**config.mk**
```make
export PLATFORM = sky130hd
export DESIGN_NAME = instruction_fetch
export DESIGN_NICKNAME = d
export VERILOG_FILES = /design/src/rtl/instruction_fetch.sv
export SDC_FILE = /design/constraint.sdc
export NUM_CORES = 1
export LEC_CHECK = 0
export CORE_MARGIN = 3
export CORE_UTILIZATION = 37
export CTS_BUF_LIST = sky130_fd_sc_hd__clkbuf_2
export DETAILED_ROUTE_END_ITERATION = 16
export PLACE_DENSITY = 0.77
export RECOVER_POWER = 100
export SYNTH_ARGS = -nofsm -noshare
export SYNTH_HDL_FRONTEND = slang
export SYNTH_SLANG_ARGS = --single-unit
```
**constraint.sdc**
```tcl
create_clock -name clk -period 1.2 [get_ports clk]
set_clock_uncertainty 0.1 [all_clocks]
set_input_delay 0.24 -clock clk [delete_from_list [all_inputs] [get_ports clk]]
set_output_delay 0.24 -clock clk [all_outputs]
set_load 0.01 [all_outputs]
```
**src/rtl/instruction_fetch.sv**
```systemverilog
// Instruction fetch stage: owns the program counter, addresses the program
// ROM combinationally and holds one fetched instruction (with its PC) in an
// output slot handed to decode over a valid/ready handshake. Later stages
// can stall it through backpressure, freeze it with halt, or flush it with a
// redirect to a new PC.
module instruction_fetch #(
   parameter int ADDR_W = 3,
   parameter int INST_W = 16
) (
   input  logic              clk,
   input  logic              rst_n,
   output logic [ADDR_W-1:0] rom_addr,
   input  logic [INST_W-1:0] rom_data,
   input  logic              redirect_valid,
   input  logic [ADDR_W-1:0] redirect_addr,
   input  logic              halt,
   output logic              if_valid,
   input  logic              if_ready,
   output logic [INST_W-1:0] if_inst,
   output logic [ADDR_W-1:0] if_pc
);

   localparam logic [ADDR_W-1:0] PC_ONE = {{(ADDR_W-1){1'b0}}, 1'b1};

   logic [ADDR_W-1:0] pc;
   logic              fire;
   logic              load;

   assign rom_addr = pc;

   // Slot moves to decode when both sides agree.
   assign fire = if_valid & if_ready;

   // A new fetch may land in the slot when it is empty or draining, unless halted.
   assign load = ~halt & (~if_valid | if_ready);

   // PC and output slot update: redirect flushes first, then fetch, then drain, else stall.
   always_ff @(posedge clk) begin
      if (!rst_n) begin
         pc       <= '0;
         if_valid <= 1'b0;
         if_inst  <= '0;
         if_pc    <= '0;
      end else if (redirect_valid) begin
         pc       <= redirect_addr;
         if_valid <= 1'b0;
      end else if (load) begin
         if_inst  <= rom_data;
         if_pc    <= pc;
         if_valid <= 1'b1;
         pc       <= pc + PC_ONE;
      end else if (fire) begin
         if_valid <= 1'b0;
      end
   end

endmodule

```
---- Word level (Yosys, flattened, before mapping) ----
Index checks and enable logic that the tools add are counted.
W data, S select, Z words.
word-level totals
  logic and storage cells ................. 20
  register bits after elaboration ......... 23
  output and inout bits ................... 23
operators by class
  reductions and logical operators ........ 4
  add/subtract/negate cells ............... 1
  bitwise gates (word level) .............. 7
  mux-type cells .......................... 4
operators with widths
  kind                   count
  $mux W3                2
  $not A1 Y1             4
  $reduce_bool A2 Y1     2
  $add A3 B1 Y3 const B  1
  $and A1 B1 Y1          2
  $mux W1                2
  $reduce_and A2 Y1      1
  $reduce_or A2 Y1       1
  $or A1 B1 Y1           1

---- Logic depth before layout (Yosys ltp) ----
Gate-level depths: netlist (run 1).
  depth after elaboration ................. 5
  depth in mapped cells ................... 4
  depth with buffers taken out ............ 4

---- Worst setup path after synthesis (run 1) ----
No wires, ideal clock.
  kind .................................... register -> register
  start point ............................. reg pc[0] (netlist: rom_addr[0])
  end point ............................... reg pc[2] (netlist: rom_addr[2])
  period minus slack after synthesis ...... 1300 ps
  path slack .............................. -100 ps
  cell stages (with the launch flop) ...... 5
  data arrival time ....................... 1126 ps
  data required time ...................... 1026 ps
  buffers on the path ..................... 0
  cell sequence ........................... dfxtp_1 -> ha_1 -> nand2b_4 -> or3_1 -> a31oi_1
on the way
  cells in the longest elaborated chain, start to end .. 3
ends and longest elaborated chain
  item                      line  RTL
  start: declaration        25    logic [ADDR_W-1:0] pc;
  start signal: assignment  45    pc <= redirect_addr;
  start signal: assignment  51    pc <= pc + PC_ONE;
  $add A3 B1 Y3             51
  $mux W3                   47    end else if (load) begin
  $mux W3                   44    end else if (redirect_valid) begin
No other way between the ends. The select of a mux whose other input is x is not followed.
A chain may end at the register's enable or synchronous reset.

---- Worst setup path after layout (run 1) ----
  start point ............................. reg if_valid
  end point ............................... reg if_inst[13]
on the way
  cells in the longest elaborated chain, start to end .. 4
ends and longest elaborated chain
  item                         line  RTL
  start: declaration           17    output logic if_valid,
  start signal: assignment     41    if_valid <= 1'b0;
  start signal: assignment     46    if_valid <= 1'b0;
  start signal: assignment     50    if_valid <= 1'b1;
  $not A1 Y1                   35    assign load = ~halt & (~if_valid | if_ready);
  $or A1 B1 Y1                 35
  $and A1 B1 Y1                35
  $reduce_and A2 Y1 (no line)  -
  end signal: assignment       48    if_inst <= rom_data;
  end: declaration             19    output logic [INST_W-1:0] if_inst,
No other way between the ends.

==> summary by stage, run 1 <==
Final layout
The number of nets in the finished design is 194. The repair_antennas step left the layout with diodes totalling 0. From synthesis to final layout, the design area changed by 72.5%. The number of fill cells in the layout is 200. Of the cells placed in the final design, the portion with a size suffix greater than 1 is 0.446. The final cell count without fillers is 198. The share of the core filled with cells is 0.680.

Run
The number of max-cap violations is 0.

Routing
The DRC violation count after routing is 0. The detailed router placed 938 vias in this run. For this run, the detailed router's first-pass iteration total came to 2.

The final routed wire length divided by cell count is 13.3 um. After the first detailed-routing iteration, the DRC count stood at 22. The wire length after detailed routing is 2630 um. After detailed routing, the number of vias per cell comes to 4.74. The count of nets left with antenna violations after detail routing is 0.

GRT
The global router's overall resource usage is 0.160. The maximum number of pins on one net before global-route repair is 22. The total overflow reported by the global router is 0. The initial antenna violation count was 0. The first global-routing pass estimated 4170 um of wire.

The number of global-route vias before repair is 988.

STA
At the pin with the least slew margin, the transition time is 0.253 ns. Summed over all failing endpoints, the final setup total negative slack is -2.82 ns. The smallest clock period supported by the final layout is computed as 1.36 ns. The tightest hold path in the finished design has a slack of 0.323 ns. The part of the cycle the worst path needs is 1.13. The number of max-slew violations in the final report is 0. The final-report hold violation count was 0. The final setup violation count is 22. The achievable frequency is 0.734 GHz. Across all setup checks in the final design, the least slack found is -0.162 ns. Setup repair after global routing could not meet its margin everywhere. The relative slew slack is 0.830.

Synth
The leading area contributor after synthesis is dfxtp_1. The share of synthesized area in the top cell type comes to 0.467. The mapped cell area is 986 um2. After synthesis, the share of cell area in mux cells is 0.193.

The compound-cell area share of the yosys netlist was 0.0495. Of the total synthesized cell area, the portion taken by XOR and XNOR cells is 0. The synthesized area per cell is 9.21 um2.

The post-synth net total is 132. The synthesized flop and latch total is 23. Sorting the synthesized cells by area gives the leading types as dfxtp_1 (47%), mux2i_1 (19%), nand2_1 (15%), buf_6 (2.3%), o21ai_0 (2.0%). In the synthesized netlist the dominant register cell turns out to be dfxtp_1.

The largest family of logic cells by synthesized area is simple AND/OR/NAND/NOR gates. By count the netlist is led by nand2_1 (39), dfxtp_1 (23), mux2i_1 (19). In this run, distinct cell masters in the synthesized netlist total 21.

Counting flops with a built-in enable in the synthesized netlist gives 0. The Yosys step of the flow raised 0 warnings. In the synthesized netlist the async set-or-reset flop fraction comes to 0. Of the total synthesized cell area, the portion taken by AND, OR, NAND and NOR gates is 0.230. The sequential element share of the synthesized area is 0.467. In the synthesized netlist, the number of instances is 107.

The most frequently used cell type in the post-synthesis netlist is nand2_1. Of the total synthesized cell area, the portion taken by full adders, half adders and majority gates is 0.0127.

Clock network
CTS placed an instance of clkbuf_2 at the clock tree root. The clock drives 23 sinks. CTS built an H-tree with a depth of 1. After clock tree synthesis, the flow added hold-fix buffers numbering 0. The number of clock buffers added by TritonCTS is 3. The later pin in the worst-skew pair is clocked with a latency of 0.33 ns. No sink is reached through more buffers than the 2 on the longest clock path. The TritonCTS clock tree is built. The clock slew seen by the registers of the worst setup and hold paths is 0.22 ns.

Setup path
The master of the slowest instance on the critical path is dfxtp_2. The type of origin of the critical path is a flop. The internal reg-to-reg setup slack is -0.16 ns. Traced cell by cell, the critical path runs through buf_6, nor2b_4, nor3_4, buf_12, mux2i_1.

At the worst endpoint, the arrival time is 1.53 ns. The total buffers and inverters traversed by the critical path is 2. On the worst path, the slowest cell contributes a delay of 0.38 ns. STA classifies the critical path endpoint as a flop. The required time of the critical path is 1.37 ns. In this run the worst path has a maximum fanout of 20. The worst setup path is of the flop to flop kind. The number of cells traversed by the worst register-to-register path is 5.

In this design, the largest share of critical-path delay is due to flip-flops. The worst reg2reg path startpoint is if_valid$_SDFFE_PP0P_. The destination of the worst register-to-register timing path is if_inst[13]$_SDFFE_PN0P_.

Floorplan
The die outline height is 57.6 um. The number of placed I/O pins is 47. The standard-cell row count is 18. The area of the core region is 2500 um2. The die covers 3320 um2. From left edge to right edge, the die measures 57.6 um. The starting density of the core is 0.394.

Power
Of the total power, combinational logic draws 0.254. The fraction of power spent switching nets is 0.266. The sequential group share of total power is 0.548. The part of the total power dissipated in the clock network is 0.198.

Dividing total power by cell area gives a power density of 905 nW/um2. The reported net switching power is 0.000409 W. The worst-case vdd ir drop is 704 uV. The analysis attributes to cell leakage a power of 0.731 nW.

The internal power component is 0.00113 W.

Placed design
The number of I/O port buffers is 46. The HPWL after detailed placement is 1810 um. The number of placed instances, taps included, is 184. The last weighted congestion value of the routability-driven placer is 0.701.

Hold path
The type of the worst min-delay path is input pin to flop. The worst hold path terminates at if_inst[14]$_SDFFE_PN0P_. The worst hold path begins at rom_data[14]. The number of instances on the worst hold path is 3.

Status
The checks that failed: setup timing. The flow ran to the end, but the final reports show violations.
[cells in the final DEF, fill, tap and decap left out]
cell	instances
nand2b_2	1
inv_1	1
and3_1	1
ha_4	1
or2b_1	1
dfxtp_4	2
nor4_2	1
nand2_1	39
or3_1	1
clkbuf_2	3
buf_2	1
buf_4	14
clkinv_2	1
clkdlybuf4s50_1	23
buf_6	25
mux2i_1	19
nor3_4	1
o21ai_0	4
nor2_1	2
a221oi_2	1
a31oi_1	1
a211oi_1	1
buf_12	1
nand2b_4	1
dfxtp_2	21
nor2b_4	1
[layer usage]
layer | share of wire | GRT usage | vias to the layer above | wire length (um)
li1 | - | - | 474 | -
met1 | 0.38 | 0.164 | 428 | 1000
met2 | 0.53 | 0.292 | 28 | 1380
met3 | 0.065 | 0.0468 | 8 | 170
met4 | 0.027 | 0.0828 | 0 | 72
met5 | 0 | 0 | - | 0
[flip-flops by register name, summed over array words and instances, names as in the netlist]
signal,flops
if_inst,16
if_pc,3
if_valid,1
rom_addr,3
[worst reg2reg max path, cell delays in order, from the launching register on]
cell     delay [ns]
dfxtp_2        0.38
buf_6          0.11
nor2b_4        0.13
nor3_4         0.15
buf_12         0.21
mux2i_1        0.23
[power groups by stage]
stage          Combinational, W  Clock (W)  Sequential [W]
6_report               0.000390   0.000305        0.000844
5_1_grt                0.000420   0.000355        0.000851
4_1_cts                0.000338   0.000313        0.000834
3_5_place_dp           0.000343          0        0.000850
3_3_place_gp           0.000335          0        0.000848
2_1_floorplan          0.000121          0        0.000869
[through the flow]
step                      area (um2)  total power [W]  worst slack, ns
after floorplan                 1000         0.000990          0.00618
after global placement          1530          0.00118           -0.338
after detailed placement        1530          0.00119           -0.431
after CTS                       1540          0.00148           -0.170
after global routing            1700          0.00163           -0.251
final                           1700          0.00154           -0.162
[worst max path at each step]
stage	depth (start not counted)	endpoint	slack (ns)	from
CTS	5	if_inst[13]$_SDFFE_PN0P_	-0.17	if_valid$_SDFFE_PP0P_
detailed placement	4	if_inst[13]$_SDFFE_PN0P_	-0.43	halt
floorplan	4	rom_addr[2]$_SDFFE_PN0P_	0.006	rom_addr[0]$_SDFFE_PN0P_
finish	5	if_inst[13]$_SDFFE_PN0P_	-0.16	if_valid$_SDFFE_PP0P_
global placement	4	if_pc[1]$_SDFFE_PN0P_	-0.34	halt
global route	5	if_inst[4]$_SDFFE_PN0P_	-0.25	if_valid$_SDFFE_PP0P_
[timing repair]
action                     in CTS  in global routing
setup endpoints to repair      44                 44
pin swaps                       2                  0
setup buffers                   6                  4
gates resized for setup       116                 25
[area by class of cell]
| cell class | instances | area [um2] | share of cell area |
|---|---|---|---|
| Tap cell | 30 | 37.5 | 0.0221 |
| Clock buffer | 3 | 15.0 | 0.00883 |
| Timing Repair Buffer | 64 | 642 | 0.377 |
| Multi-Input combinational cell | 76 | 503 | 0.296 |
| Inverter | 1 | 3.75 | 0.00221 |
| Sequential cell | 23 | 494 | 0.291 |
| Clock inverter | 1 | 5.00 | 0.00294 |
[logic make-up after synthesis]
group                    count (synthesis)
AND/OR/NAND/NOR                         49
flip-flops                              23
multiplexers                            19
buffers and inverters                    8
AO/OA/AOI/OAI                            7
adder cells (fa/ha/maj)                  1
Note: power is estimated with default switching activity, not from simulation.
==> run 2: changes to the inputs <==
--- a/config.mk
+++ b/config.mk
@@ -9,7 +9,7 @@
 export CORE_UTILIZATION = 37
 export CTS_BUF_LIST = sky130_fd_sc_hd__clkbuf_2
 export DETAILED_ROUTE_END_ITERATION = 16
-export PLACE_DENSITY = 0.77
+export PLACE_DENSITY = 0.85
 export RECOVER_POWER = 100
 export SYNTH_ARGS = -nofsm -noshare
 export SYNTH_HDL_FRONTEND = slang
==> run 2 against run 1 <==
  * The run still ends with setup timing left
  * Die area unchanged
  * Clock power increased by 2%
  * Sequential power about the same
  * Sequential share of layout area shrank 2.0 points
  * Via count up 5.3%
  * Combinational power up 13%
  * Clock-buffer cell count stayed put
  * Critical endpoint unchanged
==> summary by stage, run 2 (synthesis gave the netlist of run 1 again) <==
Status
Run status: finished with violations (unchanged). Violated checks: setup timing (unchanged).

STA
The achievable frequency is 0.711 GHz (was 0.734 GHz). RSZ-0062 raised after global routing: true (unchanged). The number of max-slew violations in the final report is 0 (unchanged). The slew at the pin closest to its max-slew limit came to 0.227 ns (was 0.253 ns). The relative slew slack is 0.847 (was 0.830). The part of the cycle the worst path needs is 1.17 (was 1.13). The final-report hold violation count came to 0 (unchanged). The worst path setup slack after routing is -0.207 ns (was -0.162 ns). The final setup violation count came to 23 (was 22). The worst hold-check slack is 0.320 ns (was 0.323 ns). The minimum clock period after layout is 1.41 ns (was 1.36 ns).

GRT
The number of global-route vias before repair is 965 (was 988). The total overflow reported by the global router came to 0 (unchanged). The global router's overall resource usage is 0.170 (was 0.160). The wire length of the first global-routing pass is 4400 um (was 4170 um). The maximum number of pins on one net before global-route repair came to 21 (was 22). The initial antenna violation count is 0 (unchanged).

Setup path
The arrival time at the worst endpoint was 1.58 ns (was 1.53 ns). The kind of end point of the critical path is a flop (unchanged). The required time of the critical path came to 1.37 ns (about the same). The highest fanout seen on the critical path is 5 (was 20). The critical setup path kind was flop to flop (unchanged). The number of cells traversed by the worst register-to-register path is 6 (was 5). The internal reg-to-reg setup slack is -0.21 ns (was -0.16 ns). The type of origin of the critical path is a flop (unchanged).

Clock network
The insertion delay of the later-clocked pin in the worst-skew pair came to 0.31 ns (was 0.33 ns). The library cell used as clock root buffer is clkbuf_2 (unchanged). The clock sink count came to 23 (unchanged).

The hold buffer count at CTS is 0 (unchanged). The clock buffer count from CTS came to 3 (unchanged). The TritonCTS clock tree is built (unchanged). The clock slew seen by the registers of the worst setup and hold paths came to 0.23 ns (was 0.22 ns). The maximum count of clock buffers along a single path is 2 (unchanged). The number of H-tree branching levels is 1 (unchanged).

Power
The fraction of power spent switching nets is 0.268 (was 0.266). The worst-case vdd ir drop is 917 uV (was 704 uV). The proportion of power drawn by combinational gates is 0.276 (was 0.254). The internal power component is 0.00117 W (was 0.00113 W). The reported net switching power is 0.000428 W (was 0.000409 W).

The sequential group share of total power is 0.529 (was 0.548). The part of the total power dissipated in the clock network was 0.195 (was 0.198). The power density over the cells is 875 nW/um2 (was 905 nW/um2). The leakage power is 0.799 nW (was 0.731 nW).

Hold path
The number of instances on the worst hold path is 3 (unchanged). The type of the worst min-delay path was input pin to flop (unchanged).

Placed design
The number of I/O port buffers was 46 (unchanged). The last weighted congestion value of the routability-driven placer is 0.780 (was 0.701). The HPWL after detailed placement came to 1830 um (was 1810 um). The pre-CTS setup slack is -0.461 ns (was -0.431 ns). The number of cells after detailed placement was 185 (was 184).

Floorplan
The starting density of the core was 0.394 (unchanged). The area of the core region is 2500 um2 (unchanged). The standard-cell row count is 18 (unchanged).

The full die area is 3320 um2 (unchanged). The number of placed I/O pins is 47 (unchanged). The horizontal extent of the die is 57.6 um (unchanged). The die outline height is 57.6 um (unchanged).

Final layout
Highest-count cells in the layout ignoring fill and taps: nand2_1 (39), buf_6 (29), clkdlybuf4s50_1 (23) (was nand2_1 (39), buf_6 (25), clkdlybuf4s50_1 (23)). The number of nets in the finished design was 205 (was 194). The share of the core filled with cells is 0.730 (was 0.680).

The commonest non-fill, non-tap cell in the layout is nand2_1 (unchanged). The total inserted antenna cells is 0 (unchanged). The final cell count without fillers is 209 (was 198). The number of flip-flops under the largest register name was 16 (unchanged). The relative area change from synthesis to final layout is 85.0% (was 72.5%).

The fraction of layout cells with a size suffix above 1 came to 0.486 (was 0.446). The register with the most flip-flops is if_inst (unchanged).

Routing
The DRC violation count after routing was 0 (unchanged). The violation count after the first detailed-routing iteration is 21 (was 22). The count of TritonRoute iterations in the first routing pass is 4 (was 2). The total via count after detailed routing was 988 (was 938).

The count of nets left with antenna violations after detail routing was 0 (unchanged). The wire length after detailed routing is 2860 um (was 2630 um). The final routed wire length divided by cell count is 13.7 um (was 13.3 um).

The via-per-instance ratio was 4.73 (was 4.74).

Run
The number of max-cap violations came to 0 (unchanged).
run 2: layer usage:
metal | part of all wire | track usage | vias to the layer above | wire [um]
li1 | - | - | 499 | -
met1 | 0.40 | 0.193 | 459 | 1150
met2 | 0.53 | 0.306 | 28 | 1520
met3 | 0.057 | 0.0423 | 2 | 162
met4 | 0.0084 | 0.0629 | 0 | 24
met5 | 0 | 0 | - | 0
run 2: cell type report:
type	count	area, um2
Fill cell	193	676
Clock buffer	3	15.0
Inverter	1	3.75
Multi-Input combinational cell	76	507
Timing Repair Buffer	75	762
Tap cell	30	37.5
Clock inverter	1	5.00
Sequential cell	23	494
run 2: timing repair:
| action | CTS | global route |
|---|---|---|
| pin swaps | 4 | 2 |
| resized for setup | 120 | 29 |
| gates cloned | 1 | 1 |
| setup buffers | 12 | 7 |
| endpoints found under the setup margin | 44 | 45 |
run 2: critical path, cell delays in order, from the launching register on:
cell and delay (ns):
dfxtp_2 0.38, buf_6 0.11, nor2b_4 0.12, nor3_4 0.17
buf_6 0.16, buf_12 0.12, mux2i_2 0.20
run 2: power by group through the flow:
stage | clock network, W | registers, W | logic, W
finish | 0.000312 | 0.000844 | 0.000440
global route | 0.000362 | 0.000850 | 0.000471
CTS | 0.000319 | 0.000835 | 0.000383
detailed placement | 0 | 0.000851 | 0.000349
global placement | 0 | 0.000850 | 0.000340
floorplan | 0 | 0.000869 | 0.000121
run 2: path summary, 6_finish.rpt:
check | startpoint | endpoint
max reg2reg | if_valid$_SDFFE_PP0P_ | if_inst[13]$_SDFFE_PN0P_
max | if_valid$_SDFFE_PP0P_ | if_inst[13]$_SDFFE_PN0P_
min | rom_data[10] | if_inst[10]$_SDFFE_PN0P_
min reg2reg | if_inst[3]$_SDFFE_PN0P_ | if_inst[3]$_SDFFE_PN0P_
run 2: through the flow:
step                      total power [W]  cell area, um2  setup TNS, ns
after detailed placement          0.00120            1550          -9.37
after global routing              0.00168            1820          -5.52
final                             0.00160            1820          -3.70
after floorplan                  0.000990            1000              0
after global placement            0.00119            1550          -7.88
after CTS                         0.00154            1650          -3.13
==> run 3: changes to the inputs <==
--- a/config.mk
+++ b/config.mk
@@ -8,6 +8,7 @@
 export CORE_MARGIN = 3
 export CORE_UTILIZATION = 37
 export CTS_BUF_LIST = sky130_fd_sc_hd__clkbuf_2
+export CTS_CLUSTER_DIAMETER = 50
 export DETAILED_ROUTE_END_ITERATION = 16
 export PLACE_DENSITY = 0.85
 export RECOVER_POWER = 100
==> results of run 3 <==
No change in the layout: final DEF, timing and power equal those of run 2.
